--- config.mk ---
export PLATFORM = sky130hd
export DESIGN_NAME = sevenseg_mux_controller
export DESIGN_NICKNAME = d
export VERILOG_FILES = /design/src/rtl/sevenseg_mux_controller.sv
export SDC_FILE = /design/constraint.sdc
export NUM_CORES = 1
export LEC_CHECK = 0
export ABC_CLOCK_PERIOD_IN_PS = 3100
export CELL_PAD_IN_SITES_DETAIL_PLACEMENT = 0
export CELL_PAD_IN_SITES_GLOBAL_PLACEMENT = 1
export CORE_ASPECT_RATIO = 1.1
export CORE_MARGIN = 2
export CORE_UTILIZATION = 40
export DETAILED_ROUTE_END_ITERATION = 8
export GPL_TIMING_DRIVEN = 0
export PLACE_DENSITY_LB_ADDON = 0.2
export SLEW_MARGIN = 10
export SYNTH_ARGS = -nofsm -noshare
export SYNTH_HDL_FRONTEND = slang
export SYNTH_SLANG_ARGS = --single-unit
--- constraint.sdc ---
create_clock -name clk -period 3.1 [get_ports clk]
set_input_delay 0.62 -clock clk [delete_from_list [all_inputs] [get_ports clk]]
set_output_delay 0.62 -clock clk [all_outputs]
set_load 0.03 [all_outputs]
--- src/rtl/sevenseg_mux_controller.sv ---
// sevenseg_mux_controller: serial double-dabble binary-to-BCD converter feeding a
// multiplexed seven-segment scanner with dead time, leading-zero blanking and overflow dash.
module sevenseg_mux_controller #(
    parameter int WIDTH        = 8,
    parameter int DIGITS       = 3,
    parameter int PRESCALE     = 1024,
    parameter int BLANK_CYCLES = 16,
    parameter bit LZB          = 1'b1
) (
    input  logic              clk,
    input  logic              rst_n,
    input  logic [WIDTH-1:0]  value,
    input  logic              load,
    output logic              busy,
    output logic [6:0]        seg,
    output logic [DIGITS-1:0] an
);
    localparam int BW = 4 * DIGITS;
    localparam int CW = $clog2(WIDTH + 1);
    localparam int PW = $clog2(PRESCALE);
    localparam int SW = (DIGITS > 1) ? $clog2(DIGITS) : 1;

    if (WIDTH < 1 || DIGITS < 1 || PRESCALE < 2 || BLANK_CYCLES < 0 || BLANK_CYCLES >= PRESCALE) begin : g_param_check
        $error("sevenseg_mux_controller: unsupported parameter combination");
    end

    logic [WIDTH-1:0]    r_bin;
    logic [BW-1:0]       r_bcd;
    logic                r_ovf_work;
    logic [CW-1:0]       r_cnt;
    logic                r_busy;
    logic [BW-1:0]       r_disp;
    logic                r_ovf;
    logic [PW-1:0]       r_phase;
    logic [SW-1:0]       r_slot;
    logic [6:0]          r_seg;
    logic [DIGITS-1:0]   r_an;

    logic [BW-1:0]       w_adj;
    logic [BW+WIDTH:0]   w_shift;
    logic [BW-1:0]       w_bcd_nxt;
    logic                w_ovf_nxt;
    logic                w_last;
    logic [3:0]          w_dig [DIGITS];
    logic [DIGITS-1:0]   w_lz;
    logic [DIGITS-1:0]   w_onehot;
    logic                w_blank;
    logic                w_lzb;
    logic [DIGITS-1:0]   w_an_nxt;
    logic [6:0]          w_seg_nxt;

    function automatic logic [6:0] f_decode(input logic [3:0] d);
        case (d)
            4'd0:    return 7'h3F;
            4'd1:    return 7'h06;
            4'd2:    return 7'h5B;
            4'd3:    return 7'h4F;
            4'd4:    return 7'h66;
            4'd5:    return 7'h6D;
            4'd6:    return 7'h7D;
            4'd7:    return 7'h07;
            4'd8:    return 7'h7F;
            4'd9:    return 7'h6F;
            default: return 7'h00;
        endcase
    endfunction

    always_comb begin
        w_adj = r_bcd;
        for (int i = 0; i < DIGITS; i++)
            w_adj[4*i+:4] = (r_bcd[4*i+:4] >= 4'd5) ? r_bcd[4*i+:4] + 4'd3 : r_bcd[4*i+:4];
    end

    // The bit leaving the top nibble is a carry into a digit we do not have.
    assign w_shift   = {w_adj, r_bin, 1'b0};
    assign w_bcd_nxt = w_shift[BW+WIDTH-1:WIDTH];
    assign w_ovf_nxt = r_ovf_work | w_shift[BW+WIDTH];
    assign w_last    = (r_cnt == CW'(WIDTH - 1));

    always_ff @(posedge clk or negedge rst_n) begin
        if (!rst_n) begin
            r_bin      <= '0;
            r_bcd      <= '0;
            r_ovf_work <= 1'b0;
            r_cnt      <= '0;
            r_busy     <= 1'b0;
            r_disp     <= '0;
            r_ovf      <= 1'b0;
        end else if (r_busy) begin
            r_bin      <= w_shift[WIDTH-1:0];
            r_bcd      <= w_bcd_nxt;
            r_ovf_work <= w_ovf_nxt;
            r_cnt      <= r_cnt + 1'b1;
            if (w_last) begin
                r_busy <= 1'b0;
                r_disp <= w_bcd_nxt;
                r_ovf  <= w_ovf_nxt;
            end
        end else if (load) begin
            r_bin      <= value;
            r_bcd      <= '0;
            r_ovf_work <= 1'b0;
            r_cnt      <= '0;
            r_busy     <= 1'b1;
        end
    end

    always_ff @(posedge clk or negedge rst_n) begin
        if (!rst_n) begin
            r_phase <= '0;
            r_slot  <= '0;
        end else if (r_phase == PW'(PRESCALE - 1)) begin
            r_phase <= '0;
            r_slot  <= (r_slot == SW'(DIGITS - 1)) ? '0 : r_slot + 1'b1;
        end else begin
            r_phase <= r_phase + 1'b1;
        end
    end

    // Digit 0 is the most significant nibble; w_lz[k] means digits 0..k are all zero.
    always_comb begin
        for (int k = 0; k < DIGITS; k++)
            w_dig[k] = r_disp[4*(DIGITS-1-k)+:4];
        w_lz[0] = (w_dig[0] == 4'd0);
        for (int k = 1; k < DIGITS; k++)
            w_lz[k] = w_lz[k-1] && (w_dig[k] == 4'd0);
    end

    assign w_onehot = DIGITS'(1) << r_slot;
    assign w_blank  = int'(r_phase) < BLANK_CYCLES;
    assign w_lzb    = LZB && (int'(r_slot) < DIGITS - 1) && w_lz[r_slot];

    always_comb begin
        w_an_nxt  = w_blank ? '0 : r_ovf ? w_onehot : w_lzb ? '0 : w_onehot;
        w_seg_nxt = w_blank ? 7'h00 : r_ovf ? 7'h40 : w_lzb ? 7'h00 : f_decode(w_dig[r_slot]);
    end

    always_ff @(posedge clk or negedge rst_n) begin
        if (!rst_n) begin
            r_an  <= '0;
            r_seg <= '0;
        end else begin
            r_an  <= w_an_nxt;
            r_seg <= w_seg_nxt;
        end
    end

    assign busy = r_busy;
    assign seg  = r_seg;
    assign an   = r_an;
endmodule

==> impl_metrics.py <==
metrics = {
    "routing": {
        "drt-pass1-iter-count": 4,
        "route.met2.wl_mm": 2.68,
        "via_per_inst": 5.19,
        "met3_length_um": 156,
        "drtIter0Drc": 77,
        "drcViolationCount": 0,
        "top_layer": "met4",
        "num_vias": 2118,
        "routed_wirelength_mm": 5.62,
        "wl_per_cell_um": 13.8,
        "drtAntennaViolNets": 0,
        "wl_met1_mm": 2.68,
    },
    "setup_path": {
        "worstPathArrival_ns": 2.35,
        "crit_chain": "buf_6 -> mux2i_1 -> a2bb2oi_1 -> inv_1 -> ha_1 -> and2_1 -> o211a_1 -> a211oi_2",
        "cp_max_fo": 10,
        "crit_path_start_kind": "register",
        "endpoint_kind": "register",
        "critPathTopFamily": "compound AO/OA/AOI/OAI gates",
        "cp.required_ns": 3.34,
        "worst-path-buf-inv": 2,
        "max_stage_delay_ns": 0.43,
        "cpMaxStageDelayCell": "a2bb2oi_1",
        "critPathKind": "register to register",
    },
    "clock_network": {
        "ctsLongestPathBuffers": 2,
        "hold_buffers": 0,
        "cts_tree": "built",
        "clock_latency_ns": 0.33,
        "numCtsBuffers": 9,
        "ctsResizeCount": 0,
        "htreeDepth": 3,
        "cts_root_buf": "clkbuf_8",
        "cts.sinks": 61,
        "cts_setup_buffers": 0,
        "path_clk_slew_ns": 0.07,
    },
    "die": {
        "die_x_um": 87.0,
        "dieHeight_um": 95.3,
        "dieArea_um2": 8280,
        "io_pins": 22,
        "row_count": 33,
        "coreArea_um2": 7390,
        "start_util_pct": 41.0,
    },
    "global_routing": {
        "antenna_found_initial": 0,
        "gr-total-overflow": 0,
        "grt_first_pass_wirelength_mm": 9.84,
        "grt_max_degree": 62,
        "grt_util_all_layers_pct": 15.3,
        "grt_pass1_vias": 2136,
    },
    "logic_synthesis": {
        "syn_area_um2": 3030,
        "synth_edf_count": 0,
        "synthTopCellsByArea": "dfrtp_1 (50%), ha_1 (5.4%), mux2i_1 (5.0%)",
        "synth_cells": 285,
        "async_flop_share_pct": 100,
        "synth_top_area_share_pct": 50.4,
        "ys_ff_latch": 61,
        "syn_area_per_cell_um2": 10.6,
        "synth_fp_nets": 309,
        "yosysSeqAreaShare_pct": 50.4,
        "yosysMostFrequentCell": "dfrtp_1",
        "synth_commonest_cells": "dfrtp_1 (61), nand2_1 (38), o21ai_0 (27)",
        "synthDistinctLibCells": 49,
        "synth_area_leader_cell": "dfrtp_1",
        "ys_dominant_reg_cell": "dfrtp_1",
        "yosysWarnings": 0,
    },
    "placement": {
        "dpl-instance-area_um2": 3340,
        "dp.cells": 393,
        "place.gp.congestion": 0.767,
        "dp_hpwl_mm": 4.02,
        "port_buffers": 21,
    },
    "power": {
        "switching_share_pct": 37.7,
        "internal_power_w": 0.00209,
        "p_per_area_nw_per_um2": 947,
        "pwr-share-clk_pct": 21.0,
        "p_sw_w": 0.00126,
        "leakage_nw": 1.57,
        "seq_power_share_pct": 38.0,
        "irDropWorstVdd_uv": 438,
        "power_frac_comb_pct": 41.1,
    },
    "sta": {
        "fin_crit_sh_pct": 67.9,
        "worst_pin_slew_ns": 0.768,
        "period_needed_ns": 2.11,
        "relSlewSlack_pct": 48.8,
        "setup_viol": 0,
        "final.setup_skew_ns": 0.00615,
        "rsz0062_at_grt": "no",
        "finalMaxSlewViolations": 0,
        "setup_tns_ns": 0,
        "hold_viol": 0,
        "fmax_mhz": 475,
    },
    "final_layout": {
        "syn2layout_area_growth_pct": 17.0,
        "n_antenna_cell": 0,
        "fin_cells": 408,
        "nets": 341,
        "final_area_um2": 3540,
        "layout-drive-gt1-share_pct": 11.8,
    },
    "flow_run": {
        "cap_violations": 0,
    },
    "hold_path": {
        "hold_path.class": "primary input to asynchronous set/reset pin",
    },
    "outcome": {
        "status": "finished, final reports clean",
    },
}
cell usage in the layout (no fill, tap or decap), types with 3 or more instances in the layout:
master,synthesis,layout
o31ai_1,3,3
o21ai_0,27,27
nor3b_1,6,6
mux2_2,5,5
dfrtp_1,61,61
nand2b_1,3,3
clkdlybuf4s50_1,0,20
ha_1,13,13
nand2_1,38,38
inv_1,13,13
xor2_1,5,5
clkbuf_1,8,8
clkbuf_8,0,11
a21oi_1,13,13
mux2i_1,15,15
nand3_1,6,6
o22ai_1,7,7
xnor2_1,7,7
nor2_1,14,14
state kept, by name, indices dropped and copies added (netlist names), 2 cells and up:
register and flops:
an 3, r_bcd 12, r_bin 8, r_cnt 4, r_disp 12, r_phase 10
r_slot 2, seg 7
kinds of logic (layout without fill, tap and decap cells):
logic type | count (synthesis) | in the layout | share of synthesized area (%)
and+or+nand+nor | 83 | 83 | 13.9
AOI/OAI and AO/OA | 70 | 70 | 15.7
DFF | 61 | 61 | 50.4
buffers and inverters | 25 | 61 | 3.55
muxes | 21 | 21 | 7.56
adders and majority gates | 13 | 13 | 5.37
xor gates and xnor gates | 12 | 12 | 3.47
worst paths after layout:
kind	startpoint	end	slack, ns	depth (start not counted)
max	r_slot[0]$_DFFE_PN0N_	seg[6]$_DFF_PN0_	0.99	8
min	rst_n	seg[1]$_DFF_PN0_	0.36	1
max reg2reg	r_slot[0]$_DFFE_PN0N_	seg[6]$_DFF_PN0_	0.99	8
min reg2reg	r_bin[2]$_DFFE_PN0P_	r_bin[3]$_DFFE_PN0P_	0.48	2
max in group asynchronous	rst_n	r_disp[8]$_DFFE_PN0P_	2.23	1
min in group clk	r_bin[2]$_DFFE_PN0P_	r_bin[3]$_DFFE_PN0P_	0.48	2
layout make-up:
cell class                      count  area [µm²]
Inverter                           13        48.8
Tap cell                           87         109
Clock inverter                      4        47.5
Clock buffer                       11         151
Timing Repair Buffer               21         208
Fill cell                         709        3850
Buffer                             12        58.8
Multi-Input combinational cell    199        1390
Sequential cell                    61        1530
power groups by stage:
stage / sequential, W / combinational (W) / clock [W]
floorplan: 0.00134 / 0.000940 / 0
global placement: 0.00128 / 0.00137 / 0
detailed placement: 0.00129 / 0.00140 / 0
CTS: 0.00128 / 0.00140 / 0.000728
global route: 0.00131 / 0.00157 / 0.000763
finish: 0.00127 / 0.00138 / 0.000703
metal layers:
| layer | track usage (%) | vias to the layer above |
|---|---|---|
| met1 | 19.3 | 1021 |
| li1 | - | 1062 |
| met5 | 0 | - |
| met4 | 5.86 | 0 |
| met2 | 25.6 | 26 |
| met3 | 3.12 | 9 |
per-stage QoR:
step / setup WS (ns) / util (%) / total power, W / hold WS [ns]
after floorplan: 1.28 / - / 0.00228 / 0.324
after global placement: -0.606 / 45.3 / 0.00266 / 0.461
after detailed placement: 0.935 / 45.3 / 0.00269 / 0.468
after CTS: 0.991 / 47.9 / 0.00341 / 0.386
after global routing: 0.794 / 47.9 / 0.00364 / 0.430
final: 0.994 / 47.9 / 0.00335 / 0.364
No activity file was read; power rests on OpenSTA's default activity.
